File: src/rtl/io_int_arbiter_if.sv
// Purpose : handshake/bus bundle between LC-3 I/O devices, the CPU and io_int_arbiter.
// Ports   : dev_ready/dev_ie/dev_pri/dev_vec per slot, cpu_pl and int_ack from the CPU,
//           int_req/int_vec/int_pri/int_grant back to the CPU. slave = arbiter view.
interface io_int_arbiter_if #(
  parameter int N_DEV = 4,
  parameter int VEC_W = 8
);
  logic [N_DEV-1:0]       dev_ready;
  logic [N_DEV-1:0]       dev_ie;
  logic [3*N_DEV-1:0]     dev_pri;
  logic [VEC_W*N_DEV-1:0] dev_vec;
  logic [2:0]             cpu_pl;
  logic                   int_ack;
  logic                   int_req;
  logic [VEC_W-1:0]       int_vec;
  logic [2:0]             int_pri;
  logic [N_DEV-1:0]       int_grant;

  modport master (
    output dev_ready, dev_ie, dev_pri, dev_vec, cpu_pl, int_ack,
    input  int_req, int_vec, int_pri, int_grant
  );

  modport slave (
    input  dev_ready, dev_ie, dev_pri, dev_vec, cpu_pl, int_ack,
    output int_req, int_vec, int_pri, int_grant
  );
endinterface

File: src/rtl/io_int_arbiter.sv
// Purpose : LC-3 interrupt arbiter; picks the highest-priority ready+enabled device above cpu_pl.
// Latency : candidate before edge N -> int_req high after edge N+1; int_grant one cycle after ack.
// Backpressure: int_req held with stable vec/pri until int_ack or withdrawal; HOLD blocks re-request.
// Ports   : clk, rst_n (async active-low), bus (io_int_arbiter_if.slave).
// Option  : define INT_ROUND_ROBIN_EN for rotating-pointer tie-break (default: lowest index wins).
module io_int_arbiter #(
  parameter int N_DEV = 4,
  parameter int VEC_W = 8
) (
  input  logic            clk,
  input  logic            rst_n,
  io_int_arbiter_if.slave bus
);
  localparam int IW = $clog2(N_DEV);

  typedef enum logic [2:0] {
    ST_IDLE  = 3'd0,
    ST_SCAN  = 3'd1,
    ST_REQ   = 3'd2,
    ST_GRANT = 3'd3,
    ST_HOLD  = 3'd4
  } state_t;

  state_t           state_q, state_d;
  logic             int_req_q, int_req_d;
  logic [VEC_W-1:0] int_vec_q, int_vec_d;
  logic [2:0]       int_pri_q, int_pri_d;
  logic [N_DEV-1:0] int_grant_q, int_grant_d;
  logic [IW-1:0]    win_idx_q, win_idx_d;
`ifdef INT_ROUND_ROBIN_EN
  logic [IW-1:0]    ptr_q, ptr_d;
`endif

  logic [N_DEV-1:0] cand;
  logic             any_cand;
  logic             nest;
  logic [N_DEV-1:0] win_onehot;
  logic [IW-1:0]    best_idx;
  logic [2:0]       best_pri;
  logic [VEC_W-1:0] best_vec;

  // Candidate mask; priority 0 can never exceed cpu_pl so it never interrupts.
  always_comb begin
    cand = '0;
    for (int i = 0; i < N_DEV; i++) begin
      cand[i] = bus.dev_ready[i] & bus.dev_ie[i] & (bus.dev_pri[3*i +: 3] > bus.cpu_pl);
    end
  end

  assign any_cand = |cand;

  // Winner search. Every candidate has priority >= 1, so starting best_pri at 0
  // with a strict compare lets the first candidate in search order win ties.
  always_comb begin
    int j;
    j        = 0;
    best_idx = '0;
    best_pri = '0;
    for (int k = 0; k < N_DEV; k++) begin
`ifdef INT_ROUND_ROBIN_EN
      j = int'(ptr_q) + k;
      if (j >= N_DEV) j = j - N_DEV;
`else
      j = k;
`endif
      if (cand[j] && (bus.dev_pri[3*j +: 3] > best_pri)) begin
        best_idx = IW'(j);
        best_pri = bus.dev_pri[3*j +: 3];
      end
    end
  end

  assign best_vec = bus.dev_vec[VEC_W*int'(best_idx) +: VEC_W];

  // Nesting out of HOLD: another slot above the granted priority.
  always_comb begin
    nest       = 1'b0;
    win_onehot = '0;
    for (int i = 0; i < N_DEV; i++) begin
      win_onehot[i] = (win_idx_q == IW'(i));
      if (cand[i] && (i != int'(win_idx_q)) && (bus.dev_pri[3*i +: 3] > int_pri_q)) begin
        nest = 1'b1;
      end
    end
  end

  always_comb begin
    state_d     = state_q;
    int_req_d   = int_req_q;
    int_vec_d   = int_vec_q;
    int_pri_d   = int_pri_q;
    int_grant_d = '0;
    win_idx_d   = win_idx_q;
`ifdef INT_ROUND_ROBIN_EN
    ptr_d       = ptr_q;
`endif
    case (state_q)
      ST_IDLE: begin
        if (any_cand) begin
          state_d   = ST_SCAN;
          win_idx_d = best_idx;
          int_vec_d = best_vec;
          int_pri_d = best_pri;
        end
      end
      ST_SCAN: begin
        if (any_cand) begin
          state_d   = ST_REQ;
          int_req_d = 1'b1;
          win_idx_d = best_idx;
          int_vec_d = best_vec;
          int_pri_d = best_pri;
        end else begin
          state_d = ST_IDLE;
        end
      end
      ST_REQ: begin
        // Ack beats a same-cycle withdrawal; winner is frozen (no preemption).
        if (bus.int_ack) begin
          state_d     = ST_GRANT;
          int_req_d   = 1'b0;
          int_grant_d = win_onehot;
`ifdef INT_ROUND_ROBIN_EN
          ptr_d = (win_idx_q == IW'(N_DEV-1)) ? '0 : win_idx_q + IW'(1);
`endif
        end else if (!cand[win_idx_q]) begin
          state_d   = ST_IDLE;
          int_req_d = 1'b0;
        end
      end
      ST_GRANT: begin
        state_d = ST_HOLD;
      end
      ST_HOLD: begin
        // int_pri still holds the granted priority here.
        if (!bus.dev_ready[win_idx_q] || (bus.cpu_pl >= int_pri_q)) begin
          state_d = ST_IDLE;
        end else if (nest) begin
          state_d = ST_SCAN;
        end
      end
      default: begin
        state_d   = ST_IDLE;
        int_req_d = 1'b0;
      end
    endcase
  end

  always_ff @(posedge clk or negedge rst_n) begin
    if (!rst_n) begin
      state_q     <= ST_IDLE;
      int_req_q   <= 1'b0;
      int_vec_q   <= '0;
      int_pri_q   <= '0;
      int_grant_q <= '0;
      win_idx_q   <= '0;
`ifdef INT_ROUND_ROBIN_EN
      ptr_q       <= '0;
`endif
    end else begin
      state_q     <= state_d;
      int_req_q   <= int_req_d;
      int_vec_q   <= int_vec_d;
      int_pri_q   <= int_pri_d;
      int_grant_q <= int_grant_d;
      win_idx_q   <= win_idx_d;
`ifdef INT_ROUND_ROBIN_EN
      ptr_q       <= ptr_d;
`endif
    end
  end

  assign bus.int_req   = int_req_q;
  assign bus.int_vec   = int_vec_q;
  assign bus.int_pri   = int_pri_q;
  assign bus.int_grant = int_grant_q;
endmodule

File: src/flat_wrapper.sv
// flat-port wrapper written by rule: the top's interface ports become plain ports
module io_int_arbiter_flat 
#(
  parameter int N_DEV = 4,
  parameter int VEC_W = 8
)
  (clk, rst_n, bus_dev_ready, bus_dev_ie, bus_dev_pri, bus_dev_vec, bus_cpu_pl, bus_int_ack, bus_int_req, bus_int_vec, bus_int_pri, bus_int_grant);
  io_int_arbiter_if #(.N_DEV(N_DEV), .VEC_W(VEC_W)) bus_i ();
  input  logic clk;
  input  logic rst_n;
  input wire logic [$bits(bus_i.dev_ready)-1:0] bus_dev_ready;
  input wire logic [$bits(bus_i.dev_ie)-1:0] bus_dev_ie;
  input wire logic [$bits(bus_i.dev_pri)-1:0] bus_dev_pri;
  input wire logic [$bits(bus_i.dev_vec)-1:0] bus_dev_vec;
  input wire logic [$bits(bus_i.cpu_pl)-1:0] bus_cpu_pl;
  input wire logic [$bits(bus_i.int_ack)-1:0] bus_int_ack;
  output wire logic [$bits(bus_i.int_req)-1:0] bus_int_req;
  output wire logic [$bits(bus_i.int_vec)-1:0] bus_int_vec;
  output wire logic [$bits(bus_i.int_pri)-1:0] bus_int_pri;
  output wire logic [$bits(bus_i.int_grant)-1:0] bus_int_grant;
  assign bus_i.dev_ready = bus_dev_ready;
  assign bus_i.dev_ie = bus_dev_ie;
  assign bus_i.dev_pri = bus_dev_pri;
  assign bus_i.dev_vec = bus_dev_vec;
  assign bus_i.cpu_pl = bus_cpu_pl;
  assign bus_i.int_ack = bus_int_ack;
  assign bus_int_req = bus_i.int_req;
  assign bus_int_vec = bus_i.int_vec;
  assign bus_int_pri = bus_i.int_pri;
  assign bus_int_grant = bus_i.int_grant;
  io_int_arbiter #(.N_DEV(N_DEV), .VEC_W(VEC_W)) u_core (.clk(clk), .rst_n(rst_n), .bus(bus_i));
endmodule
File: config.mk
export PLATFORM = sky130hd
export DESIGN_NAME = io_int_arbiter_flat
export DESIGN_NICKNAME = d
export VERILOG_FILES = /design/src/rtl/io_int_arbiter_if.sv /design/src/rtl/io_int_arbiter.sv /design/src/flat_wrapper.sv
export SDC_FILE = /design/constraint.sdc
export NUM_CORES = 1
export LEC_CHECK = 0
export ABC_AREA = 1
export CORE_AREA = 8 8 89 75
export CTS_BUF_LIST = sky130_fd_sc_hd__clkbuf_8
export CTS_CLUSTER_DIAMETER = 80
export DETAILED_ROUTE_END_ITERATION = 6
export DIE_AREA = 0 0 97 83
export PLACE_DENSITY = 0.82
export REMOVE_ABC_BUFFERS = 1
export SETUP_SLACK_MARGIN = 0.4
export SLEW_MARGIN = 10
export SYNTH_ARGS = -nofsm -noshare
export SYNTH_HDL_FRONTEND = slang
export SYNTH_SLANG_ARGS = --single-unit
File: constraint.sdc
create_clock -name clk -period 3.4 [get_ports clk]
set_input_delay 0.68 -clock clk [delete_from_list [all_inputs] [get_ports clk]]
set_output_delay 0.68 -clock clk [all_outputs]
set_load 0.01 [all_outputs]
==> results.cfg <==
[clocking]
cts-root-buf = clkbuf_8
cts_tree = done
clk_pin_slew_ns = 0.09
clk_latency_ns = 0.27
hold_buffers = 0
cts_buffers = 3
clock_path_buffers = 2
clock-sinks = 21
cts.htree.levels = 1

[place]
dp_hpwl_mm = 6.23
io_buffer_count = 73
gp_congestion = 0.881
post-place-cells = 563

[finish]
synthToLayoutAreaGrowth_pct = 65.5
fillers = 306
stdcell_count = 594
drive_gt1_share_pct = 30.6
antennaDiodeCount = 0
nNetsFinal = 624

[timing]
setup_viol = 13
max-slew-margin-rel_pct = 31.4
period_share_pct = 137
fmax_ghz = 0.214
rsz0062_at_grt = true
fin_skew_ns = 0.00784
finalWorstSetupSlack_ns = -1.27
min_period_ns = 4.67
fin_setup_tns_ns = -14.42
drv_slew = 0
hold_viol = 0
worstMarginPinSlew_ns = 1.03

[global_route]
grt_pass1_wl_mm = 14.6
antenna_found_initial = 0
grt_max_degree = 22
grt_remaining_overflow = 0
grt_pass1_vias = 3118
grt_usage_pct = 20.9

[critical_path]
startpoint_type = input pin
crit_buf_inv = 5
cp.arrival_ns = 4.84
required_ns = 3.57
cpMaxStageDelayCell = clkdlybuf4s50_1
cp-end-kind = flop
cpPeakStageDelay_ns = 0.62
crit_top_cell = nand2_1
crit_fanout = 7
path_delay_family = simple AND/OR/NAND/NOR gates
worstSetupPathType = input pin to flop

[flow_run]
max-cap-violations = 0

[synth]
ys_seq_elements = 21
syn_area_mm2 = 0.00254
synth_warnings = 0
synth_cell_types = 31
syn_inst = 392
avgSynthCellArea_um2 = 6.47
seq_area_frac_synth_pct = 20.7

[outcome]
violations = negative setup slack
outcome = finished, violations left

[floorplan]
coreArea_mm2 = 0.00526
die_w_um = 97
die_y_um = 83
die_area_mm2 = 0.00805
initial_core_util_pct = 48.3
ios = 74
rows = 24

[pwr]
ir_drop_mv = 0.332
leakagePower_nw = 2.22
power_density_mw_per_mm2 = 421
power_mw = 1.77

[detailed_routing]
first_pass_iters = 5
wl_per_cell_um = 17.1
drc = 0
antenna_left = 0
vias = 3212
drt-total-wl_mm = 10.2
first_iter_violations = 218
viasPerCell = 5.41

[worst_hold_path]
hp-class = flop to flop
-- worst paths after layout --
path | slack, ns | from | cells past startpoint | to
max | -1.27 | bus_dev_pri[4] | 30 | u_core.bus.int_vec[4]
min | 0.50 | u_core.bus.int_vec[0] | 2 | u_core.bus.int_vec[0]
max reg2reg | 1.59 | u_core.bus.int_pri[2] | 10 | u_core.state_q[0]
min reg2reg | 0.50 | u_core.bus.int_vec[0] | 2 | u_core.bus.int_vec[0]
max in group asynchronous | 1.81 | rst_n | 1 | u_core.win_idx_q[0]
min in group asynchronous | 0.97 | rst_n | 1 | u_core.win_idx_q[1]
-- layout by cell type (no fill, tap or decap), types with 3 or more instances in the layout --
cell type	netlist	layout
nand3_1	40	36
buf_6	4	5
a21oi_1	8	6
clkdlybuf4s50_1	0	65
nor2_4	2	6
o21ai_2	3	5
nand2_8	0	4
buf_4	0	59
ha_4	0	9
clkbuf_8	0	3
dfrtp_1	21	21
nand3_2	0	3
nor2_1	41	34
o21ai_0	8	7
inv_2	5	7
a21oi_2	3	5
inv_4	1	5
nand2_1	117	99
inv_1	60	53
nor2_2	3	6
clkinv_2	3	4
ha_1	36	27
or2_0	5	5
nand2_2	8	21
nand3b_1	4	4
nand2_4	5	8
buf_12	1	3
-- Yosys cell counts --
library cell,n,area share [%]
nand2_1,117,17
inv_1,60,8.9
nor2_1,41,6.1
nand3_1,40,7.9
ha_1,36,18
dfrtp_1,21,21
a21oi_1,8,1.6
nand2_2,8,2.0
o21ai_0,8,1.6
inv_2,5,0.74
nand2_4,5,2.2
or2_0,5,1.2
buf_6,4,1.8
nand3b_1,4,1.2
a21oi_2,3,1.0
clkinv_2,3,0.59
nor2_2,3,0.74
o21ai_2,3,1.0
and2_1,2,0.49
nand4_1,2,0.49
nor2_4,2,0.89
nor3_1,2,0.39
o21ai_1,2,0.39
a21boi_0,1,0.30
buf_12,1,0.79
buf_2,1,0.20
clkinv_1,1,0.15
inv_4,1,0.25
nor2_8,1,0.79
o21a_1,1,0.30
o21bai_1,1,0.30
-- metal layers --
| layer | vias up | routed length (um) | global-route usage, % |
|---|---|---|---|
| li1 | 1502 | - | - |
| met1 | 1469 | 4110 | 24.3 |
| met2 | 193 | 4910 | 37.9 |
| met3 | 48 | 760 | 5.13 |
| met4 | 0 | 384 | 3.91 |
| met5 | - | 0 | 0 |
-- worst min-delay path, stage by stage (launching register included) --
cell	delay, ns
dfrtp_1	0.36
nand2_1	0.05
nand2_1	0.06
-- registers in the layout, summed over array words and instances, names as in the netlist --
| name | count |
|---|---|
| u_core.bus.int_vec | 8 |
| u_core.bus.int_grant | 4 |
| u_core.bus.int_pri | 3 |
| u_core.state_q | 3 |
| u_core.win_idx_q | 2 |
| u_core.bus.int_req | 1 |
-- timing repair --
action                     in CTS  in global routing
pin swaps                      40                 33
setup endpoints to repair      13                 13
setup buffers                  21                  4
cloned                          1                  1
gates resized for setup        63                 44
-- cells by family (layout without fill, tap and decap cells) --
| logic type | Yosys count | in the layout | share of synthesized area [%] |
|---|---|---|---|
| and+or+nand+nor | 232 | 234 | 41.7 |
| DFF | 21 | 21 | 20.7 |
| adders and majority gates | 36 | 36 | 17.8 |
| buffers and inverters | 76 | 211 | 13.4 |
| AOI/OAI and AO/OA | 27 | 27 | 6.51 |
-- cell type report --
| type | count | area [um2] | area share, % |
|---|---|---|---|
| multi-input cells | 297 | 2010 | 47.9 |
| repair buffers | 137 | 1250 | 29.8 |
| flip-flops and latches | 21 | 526 | 12.5 |
| inverters | 70 | 284 | 6.76 |
| well taps | 65 | 81.3 | 1.94 |
| clock buffers | 3 | 41.3 | 0.983 |
| clock inverters | 1 | 5.00 | 0.119 |
-- report_power, final --
part	internal, mW	total, mW	switching (mW)
registers	0.346	0.426	0.0803
clock network	0.0820	0.173	0.0911
logic	0.534	1.17	0.633
total	0.962	1.77	0.804
-- per-stage QoR --
| step | setup WS, ns | cell area, um2 | hold WS (ns) | utilization (%) |
|---|---|---|---|---|
| CTS | -0.987 | 3980 | 0.488 | 75.6 |
| floorplan | -1.24 | 2470 | 0.384 | - |
| detailed placement | -1.90 | 3580 | 0.469 | 68.2 |
| finish | -1.27 | 4200 | 0.496 | 79.9 |
| global placement | -1.66 | 3580 | 0.466 | 68.2 |
| global route | -1.37 | 4200 | 0.503 | 79.9 |
Note: power is estimated with default switching activity, not from simulation.
